===== src/rtl/clock_pkg.sv =====
// Shared time-of-day types and limits for the clock top level and its alarm logic.
package clock_pkg;

    localparam int unsigned TIME_W  = 6;
    localparam int unsigned SEC_MAX = 59;
    localparam int unsigned MIN_MAX = 59;
    localparam int unsigned SNZ_CNT_W = 2;

    typedef enum logic [1:0] {
        IDLE,
        ARMED,
        RINGING,
        SNOOZE
    } alarm_state_e;

    typedef struct packed {
        logic [TIME_W-1:0] min;
        logic [TIME_W-1:0] sec;
    } alarm_time_t;

    // True when both fields are legal wall-clock values.
    function automatic logic time_valid(input logic [TIME_W-1:0] m, input logic [TIME_W-1:0] s);
        return (m <= TIME_W'(MIN_MAX)) && (s <= TIME_W'(SEC_MAX));
    endfunction

endpackage


===== src/rtl/sec_tick_detect.sv =====
// Flags any change of the upstream seconds value, including 59->0 rollover and upstream resets.
module sec_tick_detect
    import clock_pkg::*;
(
    input  logic              clk,
    input  logic              reset,
    input  logic [TIME_W-1:0] seconds,
    output logic              sec_tick
);

    logic [TIME_W-1:0] seconds_q;

    always_ff @(posedge clk or negedge reset) begin
        if (!reset) begin
            seconds_q <= '0;
        end else begin
            seconds_q <= seconds;
        end
    end

    assign sec_tick = (seconds != seconds_q);

endmodule


===== src/rtl/clock_alarm_ctrl.sv =====
// Alarm controller downstream of digital_clock: match, ring, snooze, dismiss and auto-timeout.
module clock_alarm_ctrl
    import clock_pkg::*;
#(
    parameter int unsigned RING_SECONDS   = 30,
    parameter int unsigned SNOOZE_SECONDS = 300,
    parameter int unsigned MAX_SNOOZES    = 3
) (
    input  logic                 clk,
    input  logic                 reset,
    input  logic [TIME_W-1:0]    seconds,
    input  logic [TIME_W-1:0]    minutes,
    input  logic [TIME_W-1:0]    alarm_min_in,
    input  logic [TIME_W-1:0]    alarm_sec_in,
    input  logic                 alarm_load,
    input  logic                 alarm_enable,
    input  logic                 snooze,
    input  logic                 dismiss,
    output logic                 ringing,
    output logic                 armed,
    output logic [SNZ_CNT_W-1:0] snooze_count,
    output logic                 missed,
    output logic                 load_err
);

    localparam int unsigned RING_W = (RING_SECONDS > 1) ? $clog2(RING_SECONDS) : 1;
    localparam int unsigned SNZ_W  = (SNOOZE_SECONDS > 1) ? $clog2(SNOOZE_SECONDS) : 1;

    localparam logic [RING_W-1:0]    RING_LAST    = RING_W'(RING_SECONDS - 1);
    localparam logic [SNZ_W-1:0]     SNZ_LAST     = SNZ_W'(SNOOZE_SECONDS - 1);
    localparam logic [SNZ_CNT_W-1:0] SNOOZE_LIMIT = SNZ_CNT_W'(MAX_SNOOZES);

    alarm_state_e         state, state_d;
    logic [RING_W-1:0]    ring_cnt, ring_cnt_d;
    logic [SNZ_W-1:0]     snz_cnt, snz_cnt_d;
    logic [SNZ_CNT_W-1:0] snooze_count_d;
    logic                 missed_d;
    alarm_time_t          alarm_q;
    logic                 sec_tick;
    logic                 match_c;
    logic                 load_ok_c;

    sec_tick_detect u_sec_tick (
        .clk      (clk),
        .reset    (reset),
        .seconds  (seconds),
        .sec_tick (sec_tick)
    );

    // Match only on the tick edge so a held time cannot re-trigger.
    assign match_c   = sec_tick && (seconds == alarm_q.sec) && (minutes == alarm_q.min);
    assign load_ok_c = time_valid(alarm_min_in, alarm_sec_in);

    // Next-state and counter update; enable beats dismiss beats snooze beats tick events.
    always_comb begin
        state_d        = state;
        ring_cnt_d     = ring_cnt;
        snz_cnt_d      = snz_cnt;
        snooze_count_d = snooze_count;
        missed_d       = 1'b0;

        if (!alarm_enable) begin
            state_d        = IDLE;
            ring_cnt_d     = '0;
            snz_cnt_d      = '0;
            snooze_count_d = '0;
        end else begin
            case (state)
                IDLE: begin
                    state_d = ARMED;
                end
                ARMED: begin
                    if (match_c) begin
                        state_d    = RINGING;
                        ring_cnt_d = '0;
                    end
                end
                RINGING: begin
                    if (dismiss) begin
                        state_d        = ARMED;
                        snooze_count_d = '0;
                    end else if (snooze && (snooze_count < SNOOZE_LIMIT)) begin
                        state_d        = SNOOZE;
                        snooze_count_d = snooze_count + SNZ_CNT_W'(1);
                        snz_cnt_d      = '0;
                    end else if (sec_tick) begin
                        // Terminal count holds; leaving the state is what ends it.
                        if (ring_cnt == RING_LAST) begin
                            state_d        = ARMED;
                            missed_d       = 1'b1;
                            snooze_count_d = '0;
                        end else begin
                            ring_cnt_d = ring_cnt + RING_W'(1);
                        end
                    end
                end
                SNOOZE: begin
                    if (dismiss) begin
                        state_d        = ARMED;
                        snooze_count_d = '0;
                    end else if (sec_tick) begin
                        if (snz_cnt == SNZ_LAST) begin
                            state_d    = RINGING;
                            ring_cnt_d = '0;
                        end else begin
                            snz_cnt_d = snz_cnt + SNZ_W'(1);
                        end
                    end
                end
                default: begin
                    state_d = IDLE;
                end
            endcase
        end
    end

    // State, counters and registered status outputs.
    always_ff @(posedge clk or negedge reset) begin
        if (!reset) begin
            state        <= IDLE;
            ring_cnt     <= '0;
            snz_cnt      <= '0;
            snooze_count <= '0;
            missed       <= 1'b0;
            ringing      <= 1'b0;
            armed        <= 1'b0;
        end else begin
            state        <= state_d;
            ring_cnt     <= ring_cnt_d;
            snz_cnt      <= snz_cnt_d;
            snooze_count <= snooze_count_d;
            missed       <= missed_d;
            ringing      <= (state_d == RINGING);
            armed        <= (state_d != IDLE);
        end
    end

    // Alarm time register; out-of-range loads are rejected and flagged.
    always_ff @(posedge clk or negedge reset) begin
        if (!reset) begin
            alarm_q  <= '0;
            load_err <= 1'b0;
        end else begin
            load_err <= alarm_load && !load_ok_c;
            if (alarm_load && load_ok_c) begin
                alarm_q <= '{min: alarm_min_in, sec: alarm_sec_in};
            end
        end
    end

endmodule


===== config.mk =====
export PLATFORM = sky130hd
export DESIGN_NAME = clock_alarm_ctrl
export DESIGN_NICKNAME = d
export VERILOG_FILES = /design/src/rtl/clock_pkg.sv /design/src/rtl/sec_tick_detect.sv /design/src/rtl/clock_alarm_ctrl.sv
export SDC_FILE = /design/constraint.sdc
export NUM_CORES = 1
export LEC_CHECK = 0
export CAP_MARGIN = 30
export CORE_AREA = 5 5 69 71
export DETAILED_ROUTE_END_ITERATION = 7
export DIE_AREA = 0 0 74 76
export DONT_BUFFER_PORTS = 1
export GPL_ROUTABILITY_DRIVEN = 1
export PLACE_DENSITY_LB_ADDON = 0.2
export SLEW_MARGIN = 40
export SYNTH_ARGS = -nofsm -noshare
export SYNTH_HDL_FRONTEND = slang
export SYNTH_SLANG_ARGS = --single-unit

===== constraint.sdc =====
create_clock -name clk -period 2.1 [get_ports clk]
set_input_delay 0.42 -clock clk [delete_from_list [all_inputs] [get_ports clk]]
set_output_delay 0.42 -clock clk [all_outputs]
set_load 0.02 [all_outputs]

* After elaboration in Yosys (flattened, before gate mapping)
Index checks and enable logic that the tools add are counted.
** Storage, ports and cells
- Output and inout port bits :: 6
- Bits in registers :: 40
- Word-level logic and storage cells :: 93
- Input bits :: 30
** Operators by class
- $lt $le $gt $ge :: 3
- Equality and inequality tests :: 24
- Add/sub/neg operators :: 3
- Mux-type cells :: 40
- Reduce and logical (&&, ||, !) cells :: 12
** Operators by type and width (number)
- two-way mux 9 bit :: 6
- two-way mux 5 bit :: 9
- != test 3 bit, second input constant :: 11
- two-way mux 2 bit :: 15
- case mux 9 bit (2 select lines) :: 1
- case mux 5 bit (3 select lines) :: 1
- == test 6 bit :: 2
- <= comparator 6 bit, second input constant :: 2
- != test 5 bit, second input constant :: 2
- adder 9 x 1 -> 9 bit, second input constant :: 1
- == test 9 bit, second input constant :: 1
- AND reduction 9 bit :: 1
- case mux 2 bit (4 select lines) :: 1
- == test 2 bit, second input constant :: 3
- logical AND 1 bit :: 6
- two-way mux 1 bit :: 6
- != test 6 bit :: 1
- AND reduction 6 bit :: 1
- adder 5 x 1 -> 5 bit, second input constant :: 1
- == test 5 bit, second input constant :: 1
- != test 4 x 1 -> 1 bit, second input constant :: 1
- case mux 2 bit (2 select lines) :: 1
- AND reduction 4 bit :: 1
- != test 3 x 1 -> 1 bit, second input constant :: 1
- other kinds (6) :: 6

* Depth between registers and ports, before layout
- Depth in word-level cells :: 8
- Mapped depth :: 9
- Gate-level depth less buffers :: 8

* By module
Synthesis repeated with hierarchy kept, for this count alone.
** Second synthesis, totals
- Cells, all modules :: 205
- Area total of the unflattened synthesis :: 2209.6 µm²
** By module, submodules not included
- clock_alarm_ctrl :: area each 1995.7 µm², cells each 191, times used 1, seq. area each 850.8 µm²
- sec_tick_detect :: area each 214.0 µm², cells each 14, times used 1, seq. area each 150.1 µm²

* Worst setup path before layout
No wires, ideal clock.
- Path type :: register -> register
- From :: register snooze_count[0]
- To :: register snz_cnt[4]
- Setup slack :: 0.016 ns
- Required time :: 2.035 ns
- Library setup time :: 0.065 ns
- Buffers on the path :: 1
- Period minus slack after synthesis :: 2.084 ns
- Stages on the path, launching flop included :: 9
- Arrival time :: 2.018 ns
- Cell sequence :: dfrtp_1 > ha_1 > nor2b_1 > clkbuf_1 > mux2i_1 > o21ai_0 > nand4_2 > or3b_1 > nand2_1
** Between the ends
- Word-level cells in the longest chain between the ends :: 4
** RTL lines
- start: declaration :: RTL line clock_alarm_ctrl.sv:21 : output logic [SNZ_CNT_W-1:0] snooze_count,
- start signal: assignment :: RTL line clock_alarm_ctrl.sv:131 : snooze_count <= snooze_count_d;
- < comparator 2 bit :: RTL line clock_alarm_ctrl.sv:82 : end else if (snooze && (snooze_count < SNOOZE_LIMIT)) begin
- logical AND 1 bit :: RTL line clock_alarm_ctrl.sv:82
- != test 3 bit (no line)
- AND reduction 6 bit (no line)
- end signal: assignment :: RTL line clock_alarm_ctrl.sv:130 : snz_cnt <= snz_cnt_d;
- end: declaration :: RTL line clock_alarm_ctrl.sv:35 : logic [SNZ_W-1:0] snz_cnt, snz_cnt_d;
No other way between the ends.
A chain may end at the register's enable or synchronous reset.

* Worst setup path in the final report
- From :: register ring_cnt[0]
- To :: register ring_cnt[0]
** Between the ends
- Word-level cells in the longest chain between the ends :: 7
- Elaborated cells on any way between the ends :: 10
- Those cells by class :: add/sub: 1; eq/ne: 2; mux: 6; reduce/logical: 1
** RTL lines
- start: declaration :: RTL line clock_alarm_ctrl.sv:34 : logic [RING_W-1:0] ring_cnt, ring_cnt_d;
- start signal: assignment :: RTL line clock_alarm_ctrl.sv:129 : ring_cnt <= ring_cnt_d;
- adder 5 x 1 -> 5 bit :: RTL line clock_alarm_ctrl.sv:93 : ring_cnt_d = ring_cnt + RING_W'(1);
- two-way mux 5 bit :: RTL line clock_alarm_ctrl.sv:88 : if (ring_cnt == RING_LAST) begin
- two-way mux 5 bit :: RTL line clock_alarm_ctrl.sv:86 : end else if (sec_tick) begin
- two-way mux 5 bit :: RTL line clock_alarm_ctrl.sv:82
- two-way mux 5 bit :: RTL line clock_alarm_ctrl.sv:79 : if (dismiss) begin
- case mux 5 bit (3 select lines) :: RTL line clock_alarm_ctrl.sv:68 : case (state)
- two-way mux 5 bit :: RTL line clock_alarm_ctrl.sv:62 : if (!alarm_enable) begin
Several ways; a longest one is shown, not always the timed one. The select of a mux whose other input is x is not followed.

==> impl_results.md <==
* Maximum vdd ir drop at 0.000429 V
* Crit-path max cell delay at 410 ps
* Commonest non-fill, non-tap cell in the layout: dfrtp_1
* Yosys warns at 0
* Clock slew at reported path FFs at 70 ps
* Fin util at 63.2%
* CP Buf/Inv Count at 1
* Max_slew headroom at 64.3%
* Most frequent cells in the layout: dfrtp_1 (39), buf_4 (19), nand2_1 (16), o21ai_0 (16)
* I/O pin count at 36
* Asr flop ratio synth at 100%
* Final slew viol count at 0
* Total CTS buffers at 5
* Critical path fanouts, max at 7
* PwrDens at 634 nW/um^2
* #FFs+latches synth at 40
* Netlist cell types at 44
* Via density at 5.87
* GR Layer Usage met1 at 19.9%
* Clk_skew at 6.96 ps
* Syn_nets at 255
* Starting DRT DRC Count at 84
* Clock root cell: clkbuf_8
* Residual DRC at 0
* DR vias at 1702
* Total gr overflow at 0
* Nets at 275
* Post-DP HPWL at 3550 um
* First-pass GRT wire length at 7910 um
* Number of I/O port buffers at 0
* Met2 Use GR at 30.9%
* Die width at 74 um
* Status: complete, no violations
* Wire per inst at 16.0 um
* WS Path Type: reg2reg
* Final wirelength at 4640 um
* Final GP Congestion at 0.862
* Startpoint Class: flop
* Global-route layer with the greatest usage: met2
* Maxcap violations at 0
* Longest Clk Path Bufs at 2
* Core Area at 4170 sq um
* Worst-Skew Late Latency at 290 ps
* H-tree levels at 2
* Power Total at 1670 uW
* M3 GR Usage at 6.99%
* Critical Path AT at 2210 ps
* Worst path required time at 2270 ps
* Cell family with most CP delay: simple AND/OR/NAND/NOR gates
* Area grow syn2layout at 16.7%
* Die area at 5620 sq um
* Max Freq at 490 MHz
* Vias in the first global route at 1779
* Slowest library cell on the worst path: dfrtp_1
* Clk sink count at 40
* Seq/Total Area, Yosys at 44.3%
* CTS tree: done
* Netlist Area Pre-Place at 2260 sq um
* Leakage power total at 0.00110 uW
* Rows at 24
* Number of synthesized flops with an enable pin at 0
* Worst Tran Pin Value at 534 ps
* Total Routing Usage GR at 17.7%
* Cells along the critical path: ha_1, and4_1, nor3_2, o22ai_2, nor4_4, buf_6, mux2_1
* Starting Density at 54.1%
* Ys flop type: dfrtp_1
* Largest net degree at the start of global routing at 41
* Die height at 76 um
* Antenna diode count at 0
* Drt first pass iters at 4
* Routed Antenna Nets at 0
* Minimum clock period at 2040 ps
* Post-Syn Instances at 217
* Final worst-path cycle share at 97.2%
* Setup crit end kind: flop
* Final hold violation count at 0
* Initial antenna violation count at 0
* Average size of a mapped cell at 10.4 sq um
* Layout cells sized above 1 at 24.4%
* Final setup fails at 0
* Worst min-delay path category: in2reg
[metrics by stage]
stage                     setup WS (ps)  setup TNS [ps]  hold slack, ps  instances  cell area (sq um)
after detailed placement           22.3               0             126        272               2380
after global placement             63.2               0             126        272               2380
after floorplan                    16.4               0             124        217               2260
final                              58.9               0             160        290               2640
after CTS                          12.6               0             150        282               2520
after global routing              -3.25           -3.25             127        290               2640
[routing by layer]
| layer | up-vias | part of all wire (%) |
|---|---|---|
| li1 | 834 | - |
| met1 | 814 | 39 |
| met2 | 49 | 52 |
| met3 | 5 | 7.7 |
| met4 | 0 | 0.73 |
| met5 | - | 0 |
[worst paths after layout]
| kind | start | end | depth (start not counted) | slack (ps) |
|---|---|---|---|---|
| min | seconds[4] | u_sec_tick.seconds_q[4]$_DFF_PN0_ | 0 | 160 |
| min in group asynchronous | reset | snz_cnt[1]$_DFFE_PN0P_ | 2 | 590 |
| max reg2reg | ring_cnt[0]$_DFFE_PN0P_ | ring_cnt[0]$_DFFE_PN0P_ | 7 | 60 |
| min reg2reg | snz_cnt[8]$_DFFE_PN0P_ | snz_cnt[8]$_DFFE_PN0P_ | 1 | 500 |
| max in group asynchronous | reset | state[0]$_DFF_PN0_ | 2 | 1310 |
| max | ring_cnt[0]$_DFFE_PN0P_ | ring_cnt[0]$_DFFE_PN0P_ | 7 | 60 |
[cells in the mapped netlist (2+ instances only)]
| cell | instances | area [sq um] |
|---|---|---|
| mux2i_1 | 4 | 40.0 |
| ha_1 | 8 | 100 |
| a31oi_1 | 3 | 18.8 |
| nand2b_1 | 5 | 31.3 |
| nand2_1 | 16 | 60.1 |
| and4_1 | 2 | 17.5 |
| nor4_4 | 5 | 106 |
| mux2_2 | 12 | 135 |
| a21oi_1 | 6 | 30.0 |
| and2_1 | 2 | 12.5 |
| nor3_1 | 3 | 15.0 |
| and3_1 | 4 | 25.0 |
| o31ai_1 | 3 | 22.5 |
| clkbuf_1 | 8 | 30.0 |
| o22ai_1 | 3 | 18.8 |
| inv_1 | 5 | 18.8 |
| xnor2_1 | 6 | 52.6 |
| nand4_1 | 9 | 56.3 |
| dfrtp_1 | 40 | 1000 |
| nor2b_1 | 4 | 25.0 |
| o21ai_0 | 17 | 85.1 |
| o21ai_1 | 2 | 10.0 |
| xor2_1 | 12 | 105 |
| nand3_1 | 7 | 35.0 |
| nor2_1 | 12 | 45.0 |
[registers in the layout, summed over array words and instances (netlist names)]
signal and count:
alarm_q 12, armed 1, load_err 1, missed 1, ring_cnt 5, ringing 1, snooze_count 2, snz_cnt 9
state 2, u_sec_tick.seconds_q 6
[worst reg2reg max path, stage by stage, from the launching register on]
cell and delay [ps]:
dfrtp_1 410, ha_1 200, and4_1 240, nor3_2 180, o22ai_2 120, nor4_4 300
buf_6 170, mux2_1 320
[kinds of logic (layout without fill, tap and decap cells)]
logic type | count (synthesis) | count (layout) | share of synthesized area, %
buffers and inverters | 14 | 35 | 2.33
and+or+nand+nor | 76 | 76 | 21.7
DFF | 40 | 40 | 44.3
adders and majority gates | 8 | 8 | 4.43
AOI/OAI and AO/OA | 44 | 44 | 12.0
xor gates and xnor gates | 18 | 18 | 6.98
muxes | 17 | 17 | 8.25
[power breakdown]
| group | internal (uW) | switching [uW] |
|---|---|---|
| Sequential | 810 | 30.9 |
| Clock | 353 | 256 |
| Combinational | 105 | 117 |
| Total | 1270 | 404 |
[area by class of cell]
type | count | area, sq um
fill | 353 | 1540
multi-input combinational | 163 | 1260
sequential | 40 | 1000
timing repair buffer | 22 | 184
clock buffer | 6 | 72.6
tap | 52 | 65.1
clock inverter | 2 | 35.0
inverter | 5 | 18.8
[what timing repair did]
action,in CTS,in global routing
buffers inserted,0,8
hold endpoints to repair,40,0
hold buffers,2,0
gates resized for setup,0,14
endpoints found under the setup margin,0,9
Power figures use the tool's default switching activity.
